## src/rtl/qspi_pkg.sv

```systemverilog
// Shared definitions for the QSPI target endpoint: opcodes, FSM states and
// the opcode decode helper used by the target FSM.
package qspi_pkg;

   localparam logic [7:0] QSPI_SLV_CMD_WR  = 8'h02;
   localparam logic [7:0] QSPI_SLV_CMD_RD  = 8'h03;
   localparam logic [7:0] QSPI_SLV_CMD_QWR = 8'h32;
   localparam logic [7:0] QSPI_SLV_CMD_QRD = 8'h6B;

   typedef enum logic [2:0] {
      QSPI_SLV_IDLE   = 3'd0,
      QSPI_SLV_CMD    = 3'd1,
      QSPI_SLV_DUMMY  = 3'd2,
      QSPI_SLV_WRITE  = 3'd3,
      QSPI_SLV_READ   = 3'd4,
      QSPI_SLV_IGNORE = 3'd5
   } qspi_slv_state_e;

   // State entered once the full opcode byte has been shifted in.
   function automatic qspi_slv_state_e qspi_slv_decode(input logic [7:0] op,
                                                       input logic       has_dummy);
      qspi_slv_state_e nxt;
      case (op)
         QSPI_SLV_CMD_WR,
         QSPI_SLV_CMD_QWR: nxt = QSPI_SLV_WRITE;
         QSPI_SLV_CMD_RD:  nxt = QSPI_SLV_READ;
         QSPI_SLV_CMD_QRD: nxt = has_dummy ? QSPI_SLV_DUMMY : QSPI_SLV_READ;
         default:          nxt = QSPI_SLV_IGNORE;
      endcase
      return nxt;
   endfunction

   // Opcodes whose payload travels on all four lanes.
   function automatic logic qspi_slv_is_quad(input logic [7:0] op);
      return (op == QSPI_SLV_CMD_QWR) || (op == QSPI_SLV_CMD_QRD);
   endfunction

endpackage

```

## src/rtl/udma_qspi_slave_sync.sv

```systemverilog
// Brings the external master's SCK/CSN/SD lanes into the system clock domain
// through 2-flop synchronizers and produces one-cycle edge pulses. Lane data
// is delayed by the same amount as the edge pulses so that sdi_lvl is the
// value sampled together with the detected SCK edge.
module udma_qspi_slave_sync (
   input  logic       clk,
   input  logic       rst,
   input  logic       sck,
   input  logic       csn,
   input  logic [3:0] sdi,
   output logic       sck_rise,
   output logic       sck_fall,
   output logic       csn_rise,
   output logic       csn_fall,
   output logic       csn_lvl,
   output logic [3:0] sdi_lvl
);

   logic       sck_p0, sck_p1, sck_p2;
   logic       csn_p0, csn_p1, csn_p2;
   logic [3:0] sdi_p0, sdi_p1;

   // Synchronizer chain plus edge register; CSN idles high so no edge is
   // reported on reset release.
   always_ff @(posedge clk) begin
      if (rst) begin
         sck_p0   <= 1'b0;
         sck_p1   <= 1'b0;
         sck_p2   <= 1'b0;
         csn_p0   <= 1'b1;
         csn_p1   <= 1'b1;
         csn_p2   <= 1'b1;
         sdi_p0   <= 4'h0;
         sdi_p1   <= 4'h0;
         sdi_lvl  <= 4'h0;
         sck_rise <= 1'b0;
         sck_fall <= 1'b0;
         csn_rise <= 1'b0;
         csn_fall <= 1'b0;
      end else begin
         // stage p0 -> p1: metastability filter
         sck_p0   <= sck;
         csn_p0   <= csn;
         sdi_p0   <= sdi;
         sck_p1   <= sck_p0;
         csn_p1   <= csn_p0;
         sdi_p1   <= sdi_p0;
         // stage p1 -> p2: edge detect against the previous synchronized value
         sck_p2   <= sck_p1;
         csn_p2   <= csn_p1;
         sdi_lvl  <= sdi_p1;
         sck_rise <= sck_p1 & ~sck_p2;
         sck_fall <= ~sck_p1 & sck_p2;
         csn_rise <= csn_p1 & ~csn_p2;
         csn_fall <= ~csn_p1 & csn_p2;
      end
   end

   assign csn_lvl = csn_p2;

endmodule

```

## src/rtl/udma_qspi_slave.sv

```systemverilog
// SPI/QSPI target endpoint. Decodes a one-byte opcode from the external
// master, streams write payload out as bytes and shifts read payload from a
// byte source back onto the pads. All SPI events are seen as synchronized
// edge pulses from udma_qspi_slave_sync.
module udma_qspi_slave
   import qspi_pkg::*;
#(
   parameter int unsigned DUMMY_CYCLES = 8
) (
   input  logic       sys_clk_i,
   input  logic       rst_i,
   input  logic       spi_sck_i,
   input  logic       spi_csn_i,
   input  logic [3:0] spi_sdi_i,
   output logic [3:0] spi_sdo_o,
   output logic [3:0] spi_oe_o,
   output logic [7:0] data_rx_o,
   output logic       data_rx_valid_o,
   input  logic       data_rx_ready_i,
   input  logic [7:0] data_tx_i,
   input  logic       data_tx_valid_i,
   output logic       data_tx_ready_o,
   input  logic       clr_i,
   output logic       overflow_o,
   output logic       underrun_o,
   output logic       eot_o,
   output logic       busy_o
);

   // Last dummy count before the read phase; only used when DUMMY_CYCLES > 0.
   localparam logic [3:0] DUMMY_LAST = 4'(DUMMY_CYCLES - 1);
   localparam logic       HAS_DUMMY  = (DUMMY_CYCLES != 0);

   logic            sck_rise, sck_fall, csn_rise, csn_fall, csn_lvl;
   logic [3:0]      sdi_lvl;

   qspi_slv_state_e state_q;
   logic [2:0]      bit_cnt_q;
   logic [3:0]      dummy_cnt_q;
   logic            quad_q;
   logic [7:0]      rx_sr_q;
   logic [7:0]      tx_sr_q;
   logic [3:0]      sdo_q;
   logic [3:0]      oe_q;
   logic [7:0]      rx_data_q;
   logic            rx_vld_q;
   logic            tx_rdy_q;
   logic            eot_q;
   logic            ovf_q;
   logic            unr_q;

   logic [7:0]      cmd_byte;
   logic [7:0]      tx_byte;
   logic            load_evt;

   udma_qspi_slave_sync u_sync (
      .clk      (sys_clk_i),
      .rst      (rst_i),
      .sck      (spi_sck_i),
      .csn      (spi_csn_i),
      .sdi      (spi_sdi_i),
      .sck_rise (sck_rise),
      .sck_fall (sck_fall),
      .csn_rise (csn_rise),
      .csn_fall (csn_fall),
      .csn_lvl  (csn_lvl),
      .sdi_lvl  (sdi_lvl)
   );

   // Opcode byte as it stands after the current sd0 bit is shifted in.
   assign cmd_byte = {rx_sr_q[6:0], sdi_lvl[0]};
   // A missing source byte is replaced by all ones on the wire.
   assign tx_byte  = data_tx_valid_i ? data_tx_i : 8'hFF;
   // Byte boundary in the read phase: the counter is zero on the first fall
   // after CMD/DUMMY and again after each complete byte.
   assign load_evt = (state_q == QSPI_SLV_READ) && sck_fall && !csn_rise &&
                     (bit_cnt_q == 3'd0);

   // Transfer FSM with its shift registers; CSN rise aborts from any state.
   always_ff @(posedge sys_clk_i) begin
      if (rst_i) begin
         state_q     <= QSPI_SLV_IDLE;
         bit_cnt_q   <= 3'd0;
         dummy_cnt_q <= 4'd0;
         quad_q      <= 1'b0;
         rx_sr_q     <= 8'h00;
         tx_sr_q     <= 8'h00;
         sdo_q       <= 4'h0;
         oe_q        <= 4'h0;
         rx_data_q   <= 8'h00;
         rx_vld_q    <= 1'b0;
         tx_rdy_q    <= 1'b0;
         eot_q       <= 1'b0;
      end else begin
         rx_vld_q <= 1'b0;
         tx_rdy_q <= 1'b0;
         eot_q    <= 1'b0;
         if (csn_rise) begin
            state_q <= QSPI_SLV_IDLE;
            oe_q    <= 4'h0;
            sdo_q   <= 4'h0;
            eot_q   <= (state_q != QSPI_SLV_IDLE);
         end else begin
            case (state_q)
               QSPI_SLV_IDLE: begin
                  if (csn_fall) begin
                     state_q   <= QSPI_SLV_CMD;
                     bit_cnt_q <= 3'd0;
                     rx_sr_q   <= 8'h00;
                  end
               end
               QSPI_SLV_CMD: begin
                  if (sck_rise) begin
                     rx_sr_q   <= cmd_byte;
                     bit_cnt_q <= bit_cnt_q + 3'd1;
                     if (bit_cnt_q == 3'd7) begin
                        state_q     <= qspi_slv_decode(cmd_byte, HAS_DUMMY);
                        quad_q      <= qspi_slv_is_quad(cmd_byte);
                        dummy_cnt_q <= 4'd0;
                     end
                  end
               end
               QSPI_SLV_DUMMY: begin
                  if (sck_rise) begin
                     dummy_cnt_q <= dummy_cnt_q + 4'd1;
                     if (dummy_cnt_q == DUMMY_LAST) begin
                        state_q <= QSPI_SLV_READ;
                     end
                  end
               end
               QSPI_SLV_WRITE: begin
                  if (sck_rise) begin
                     if (quad_q) begin
                        rx_sr_q   <= {rx_sr_q[3:0], sdi_lvl};
                        bit_cnt_q <= {2'b00, ~bit_cnt_q[0]};
                        if (bit_cnt_q[0]) begin
                           rx_data_q <= {rx_sr_q[3:0], sdi_lvl};
                           rx_vld_q  <= 1'b1;
                        end
                     end else begin
                        rx_sr_q   <= {rx_sr_q[6:0], sdi_lvl[0]};
                        bit_cnt_q <= bit_cnt_q + 3'd1;
                        if (bit_cnt_q == 3'd7) begin
                           rx_data_q <= {rx_sr_q[6:0], sdi_lvl[0]};
                           rx_vld_q  <= 1'b1;
                        end
                     end
                  end
               end
               QSPI_SLV_READ: begin
                  if (sck_fall) begin
                     if (quad_q) begin
                        oe_q      <= 4'hF;
                        bit_cnt_q <= {2'b00, ~bit_cnt_q[0]};
                        if (load_evt) begin
                           sdo_q    <= tx_byte[7:4];
                           tx_sr_q  <= {tx_byte[3:0], 4'h0};
                           tx_rdy_q <= data_tx_valid_i;
                        end else begin
                           sdo_q    <= tx_sr_q[7:4];
                           tx_sr_q  <= {tx_sr_q[3:0], 4'h0};
                        end
                     end else begin
                        oe_q      <= 4'b0010;
                        bit_cnt_q <= bit_cnt_q + 3'd1;
                        if (load_evt) begin
                           sdo_q    <= {2'b00, tx_byte[7], 1'b0};
                           tx_sr_q  <= {tx_byte[6:0], 1'b0};
                           tx_rdy_q <= data_tx_valid_i;
                        end else begin
                           sdo_q    <= {2'b00, tx_sr_q[7], 1'b0};
                           tx_sr_q  <= {tx_sr_q[6:0], 1'b0};
                        end
                     end
                  end
               end
               QSPI_SLV_IGNORE: begin
                  state_q <= QSPI_SLV_IGNORE;
               end
               default: begin
                  state_q <= QSPI_SLV_IDLE;
               end
            endcase
         end
      end
   end

   // Sticky error flags; a new error in the clearing cycle keeps the flag set.
   always_ff @(posedge sys_clk_i) begin
      if (rst_i) begin
         ovf_q <= 1'b0;
         unr_q <= 1'b0;
      end else begin
         if (rx_vld_q && !data_rx_ready_i) begin
            ovf_q <= 1'b1;
         end else if (clr_i) begin
            ovf_q <= 1'b0;
         end
         if (load_evt && !data_tx_valid_i) begin
            unr_q <= 1'b1;
         end else if (clr_i) begin
            unr_q <= 1'b0;
         end
      end
   end

   // Pads are released in the very cycle the CSN rise is detected.
   assign spi_oe_o        = csn_rise ? 4'h0 : oe_q;
   assign spi_sdo_o       = sdo_q;
   assign data_rx_o       = rx_data_q;
   assign data_rx_valid_o = rx_vld_q;
   assign data_tx_ready_o = tx_rdy_q;
   assign overflow_o      = ovf_q;
   assign underrun_o      = unr_q;
   assign eot_o           = eot_q;
   assign busy_o          = ~csn_lvl;

endmodule

```

## config.mk

```make
export PLATFORM = sky130hd
export DESIGN_NAME = udma_qspi_slave
export DESIGN_NICKNAME = d
export VERILOG_FILES = /design/src/rtl/qspi_pkg.sv /design/src/rtl/udma_qspi_slave_sync.sv /design/src/rtl/udma_qspi_slave.sv
export SDC_FILE = /design/constraint.sdc
export NUM_CORES = 1
export LEC_CHECK = 0
export BUFFER_PORTS_ARGS = -buffer_cell sky130_fd_sc_hd__buf_2
export CORE_MARGIN = 2
export CORE_UTILIZATION = 35
export DETAILED_ROUTE_END_ITERATION = 6
export GPL_TIMING_DRIVEN = 0
export PLACE_DENSITY = 0.64
export SYNTH_ARGS = -nofsm -noshare
export SYNTH_HDL_FRONTEND = slang
export SYNTH_SLANG_ARGS = --single-unit
```

## constraint.sdc

```tcl
create_clock -name sys_clk_i -period 3.2 [get_ports sys_clk_i]
set_input_delay 0.64 -clock sys_clk_i [delete_from_list [all_inputs] [get_ports sys_clk_i]]
set_output_delay 0.64 -clock sys_clk_i [all_outputs]
set_load 0.05 [all_outputs]
```

==> impl.org <==
** Power and ir drop
- For this design the static power due to leakage is 1.39 nW.
- Worst vdd ir :: 0.199 mV
- For this design the ratio of total power to cell area is 445 mW/mm2.

** Global route
- Pin count of the biggest net entering global routing :: 11
- Number of global-route vias before repair :: 2,199
- GRT Overall Usage :: 14.6%
- The number of antenna violations at the first check in global routing was 0.
- Aggregate global routing overflow :: 0
- The first global-routing pass estimated 10,900 um of wire.

** Floorplan
- In this run the horizontal extent of the chip is 97.3 um.
- Core region area :: 0.00859 mm2
- During I/O placement, the number of pins put on the boundary was 41.
- Floorplan die area :: 0.00947 mm2
- Effective utilization at floorplan :: 35.5%
- Measured along the y axis, the die boundary spans 97.3 um.
- The floorplan has 34 rows.

** Cells and area
- Most frequent cells in the layout :: 66 x dfxtp_1, 44 x buf_2, 26 x nor2_1
- Antenna diode count :: 0
- Layout Area Growth over Synthesis :: 17.1%
- Leaving out fill and tap cells, the most frequent cell in the layout is dfxtp_1.
- Layout cell share with drive strength beyond 1 :: 24.5%
- Total Nets Final :: 394
- Counting the fill cells in the layout gives 891.
- The sequential cells in the finished layout cover a total of 0.00132 mm2.
- Area of the multi-input gates :: 0.00158 mm2

** Min path
- The path with the worst hold slack has its endpoint at u_sync.sck_rise.
- Cell depth of the worst min-delay path :: 1
- The min-delay analysis places its worst path in the category reg -> reg.
- Hold path startpoint :: u_sync.sck_p2

** Setup path
- CP arrival :: 1430 ps
- The worst register-to-register path has a depth of 7.
- Register-to-register setup slack :: 1390 ps
- STA puts the critical path data required time at 2560 ps.
- Highest fanout seen on the critical path :: 10
- Reg-to-reg critical path endpoint :: data_rx_o[6]
- The setup path with the least slack is of type reg -> out.
- Crit path capture type :: primary output
- Critical Path Start Type :: flop
- The worst register-to-register path begins at bit_cnt_q[0].
- In this run the worst setup path begins at u_sync.csn_rise.

** STA
- The count of endpoints failing hold in the final timing report was 0.
- In this run the tightest slew margin relative to its limit is 53.6%.
- Based on the critical path, the design can be clocked at up to 482 MHz.
- Setup_tns :: 0 ps
- The worst path uses 64.8% of the clock period.
- Setup repair after global routing left no endpoint under its margin.
- Final critical delay including setup and external delays :: 2070 ps
- At the pin with the least slew margin, the transition time is 696 ps.
- The final number of max-transition violations came to 0.
- Min setup slack post-route :: 1130 ps
- Largest clock skew in the final design :: 11.8 ps
- Setup violations remaining at the end of the flow were counted as 0.

** Routing
- Dividing the detail-routed wire length by the instance count gives 13.8 um.
- Final wirelength :: 6660 um
- Number of DRC markers in iteration 0 :: 94
- Antenna-violating nets left :: 0
- Total DRC errors in the routed layout :: 0
- DR vias/cell :: 4.98
- Number of detailed-route iterations in the first pass :: 4
- Via total after detailed routing :: 2,407

** Clocking
- Clock tree synthesis inserted a total of 9 buffers.
- Clock tree from TritonCTS :: yes
- CTS clk-pin slew, worst paths :: 60 ps
- Clock latency of the later-clocked register in the worst-skew pair :: 350 ps
- Hold-fix buffers at CTS :: 0
- Count of buffers added by post-CTS timing repair for setup :: 0
- Root cell of the clock tree :: clkbuf_8
- The tree built by TritonCTS fans out to 66 sinks.
- Counting along the longest clock path gives a buffer depth of 2.
- Post-CTS sizing :: 0
- CTS H-Tree Depth :: 3

** Synthesis
- Number of warnings reported in the yosys synthesis log :: 0
- After synthesis, flip-flops and latches occupy 43.3% of the total area.
- By area the synthesized netlist is led by dfxtp_1 43%, mux2i_1 5.3%, nand2b_1 4.7%.
- Mean Syn Cell Area :: 9.52 um2
- Counting flops with an async set or reset pin after synthesis yields a share of 0%.
- For this run, the leading register cell type out of synthesis is dfxtp_1.
- Yosys mapped the design onto 49 distinct sky130hd cell types.
- Post-synth top area cell :: dfxtp_1
- Post-synth EDFFs :: 0
- The share of synthesized area in the top cell type comes to 43.3%.
- Synthesis inferred 66 register bits.
- Cell count after synthesis :: 320
- Nets in the synthesized netlist :: 343
- Post-synthesis cell area :: 0.00305 mm2

** Place
- PortBufs :: 40
- Gp weighted congestion :: 0.869
- Worst setup slack after placement :: 1250 ps
- Detailed Place HPWL :: 4820 um

** Run
- Max-cap violations in this run came to 0.

** Outcome
- The run finished with clean final reports.
-- kinds of logic (layout without fill, tap and decap cells) --
group                    after synthesis  count (layout)  share of synthesized area, %
AO/OA/AOI/OAI                         49              49                          11.3
XOR/XNOR                               3               3                         0.862
adder cells (fa/ha/maj)                4               4                          1.64
buffers and inverters                 29              84                          4.84
flip-flops                            66              66                          43.3
multiplexers                          29              29                          11.2
AND/OR/NAND/NOR                      140             140                          26.8
-- registers in the layout, summed over array words and instances (netlist names), 2 cells and up --
name and count:
tx_sr_q 7, dummy_cnt_q 4, u_sync.sdi_p1 4, oe_q 2
spi_sdo_o 4, u_sync.sdi_lvl 4, u_sync.sdi_p0 4, state_q 3
data_rx_o 8, rx_sr_q 7, bit_cnt_q 3
-- worst max-delay path by stage --
stage | endpoint | slack [ps]
5_1_grt | spi_oe_o[3] | 1030
3_5_place_dp | eot_o | 1250
2_1_floorplan | spi_oe_o[2] | 980
6_report | spi_oe_o[3] | 1130
3_3_place_gp | eot_o | 1270
4_1_cts | spi_oe_o[3] | 1090
-- Yosys cell counts (2+ instances only) --
cell	number
or3_1	4
buf_2	4
o31ai_1	2
nor2b_1	21
a32o_1	3
or2_2	6
ha_1	4
clkbuf_1	10
mux2_2	10
nor3_1	10
nand2_1	13
a21oi_1	19
nand3_1	14
buf_4	5
a211oi_1	7
nand2b_1	23
nand3b_1	5
nor3b_1	4
and2_1	2
nand4bb_1	2
a31oi_1	2
mux4_2	3
mux2i_1	16
a2bb2oi_1	3
inv_1	7
xnor2_1	3
buf_6	2
dfxtp_1	66
nor2_1	26
o21ai_0	5
-- per-layer routing --
metal | wire length (um) | GRT usage [%]
met4 | 182 | 8.23
met1 | 3160 | 19.4
met3 | 388 | 4.17
met2 | 2930 | 21.2
met5 | 0 | 0
-- metrics by stage --
| step | hold slack (ps) | util [%] | instances | total power [W] | area [um2] |
|---|---|---|---|---|---|
| 2_1_floorplan | 383 | - | 320 | 0.000906 | 3050 |
| 3_3_place_gp | 390 | 39.4 | 468 | 0.000933 | 3380 |
| 3_5_place_dp | 396 | 39.4 | 468 | 0.000934 | 3380 |
| 4_1_cts | 406 | 41.5 | 483 | 0.00160 | 3570 |
| 5_1_grt | 418 | 41.5 | 483 | 0.00165 | 3570 |
| 6_report | 408 | 41.5 | 483 | 0.00159 | 3570 |
-- area by class of cell --
type,count,area share (%)
Buffer,21,3.30
Clock buffer,12,4.07
Clock inverter,3,1.12
Inverter,8,0.842
Multi-Input combinational cell,225,44.2
Sequential cell,66,37.0
Tap cell,108,3.79
Timing Repair Buffer,40,5.61
-- worst max-delay path, cell delays in order, from the launching register on --
cell and delay, ps:
dfxtp_1 320, buf_2 200, nor2b_1 200, buf_4 130, buf_2 240
-- power breakdown --
group          switching [W]  internal [W]
Clock               0.000298      0.000375
Combinational      0.0000417     0.0000368
Sequential        0.00000451      0.000832
Note: power is estimated with default switching activity, not from simulation.
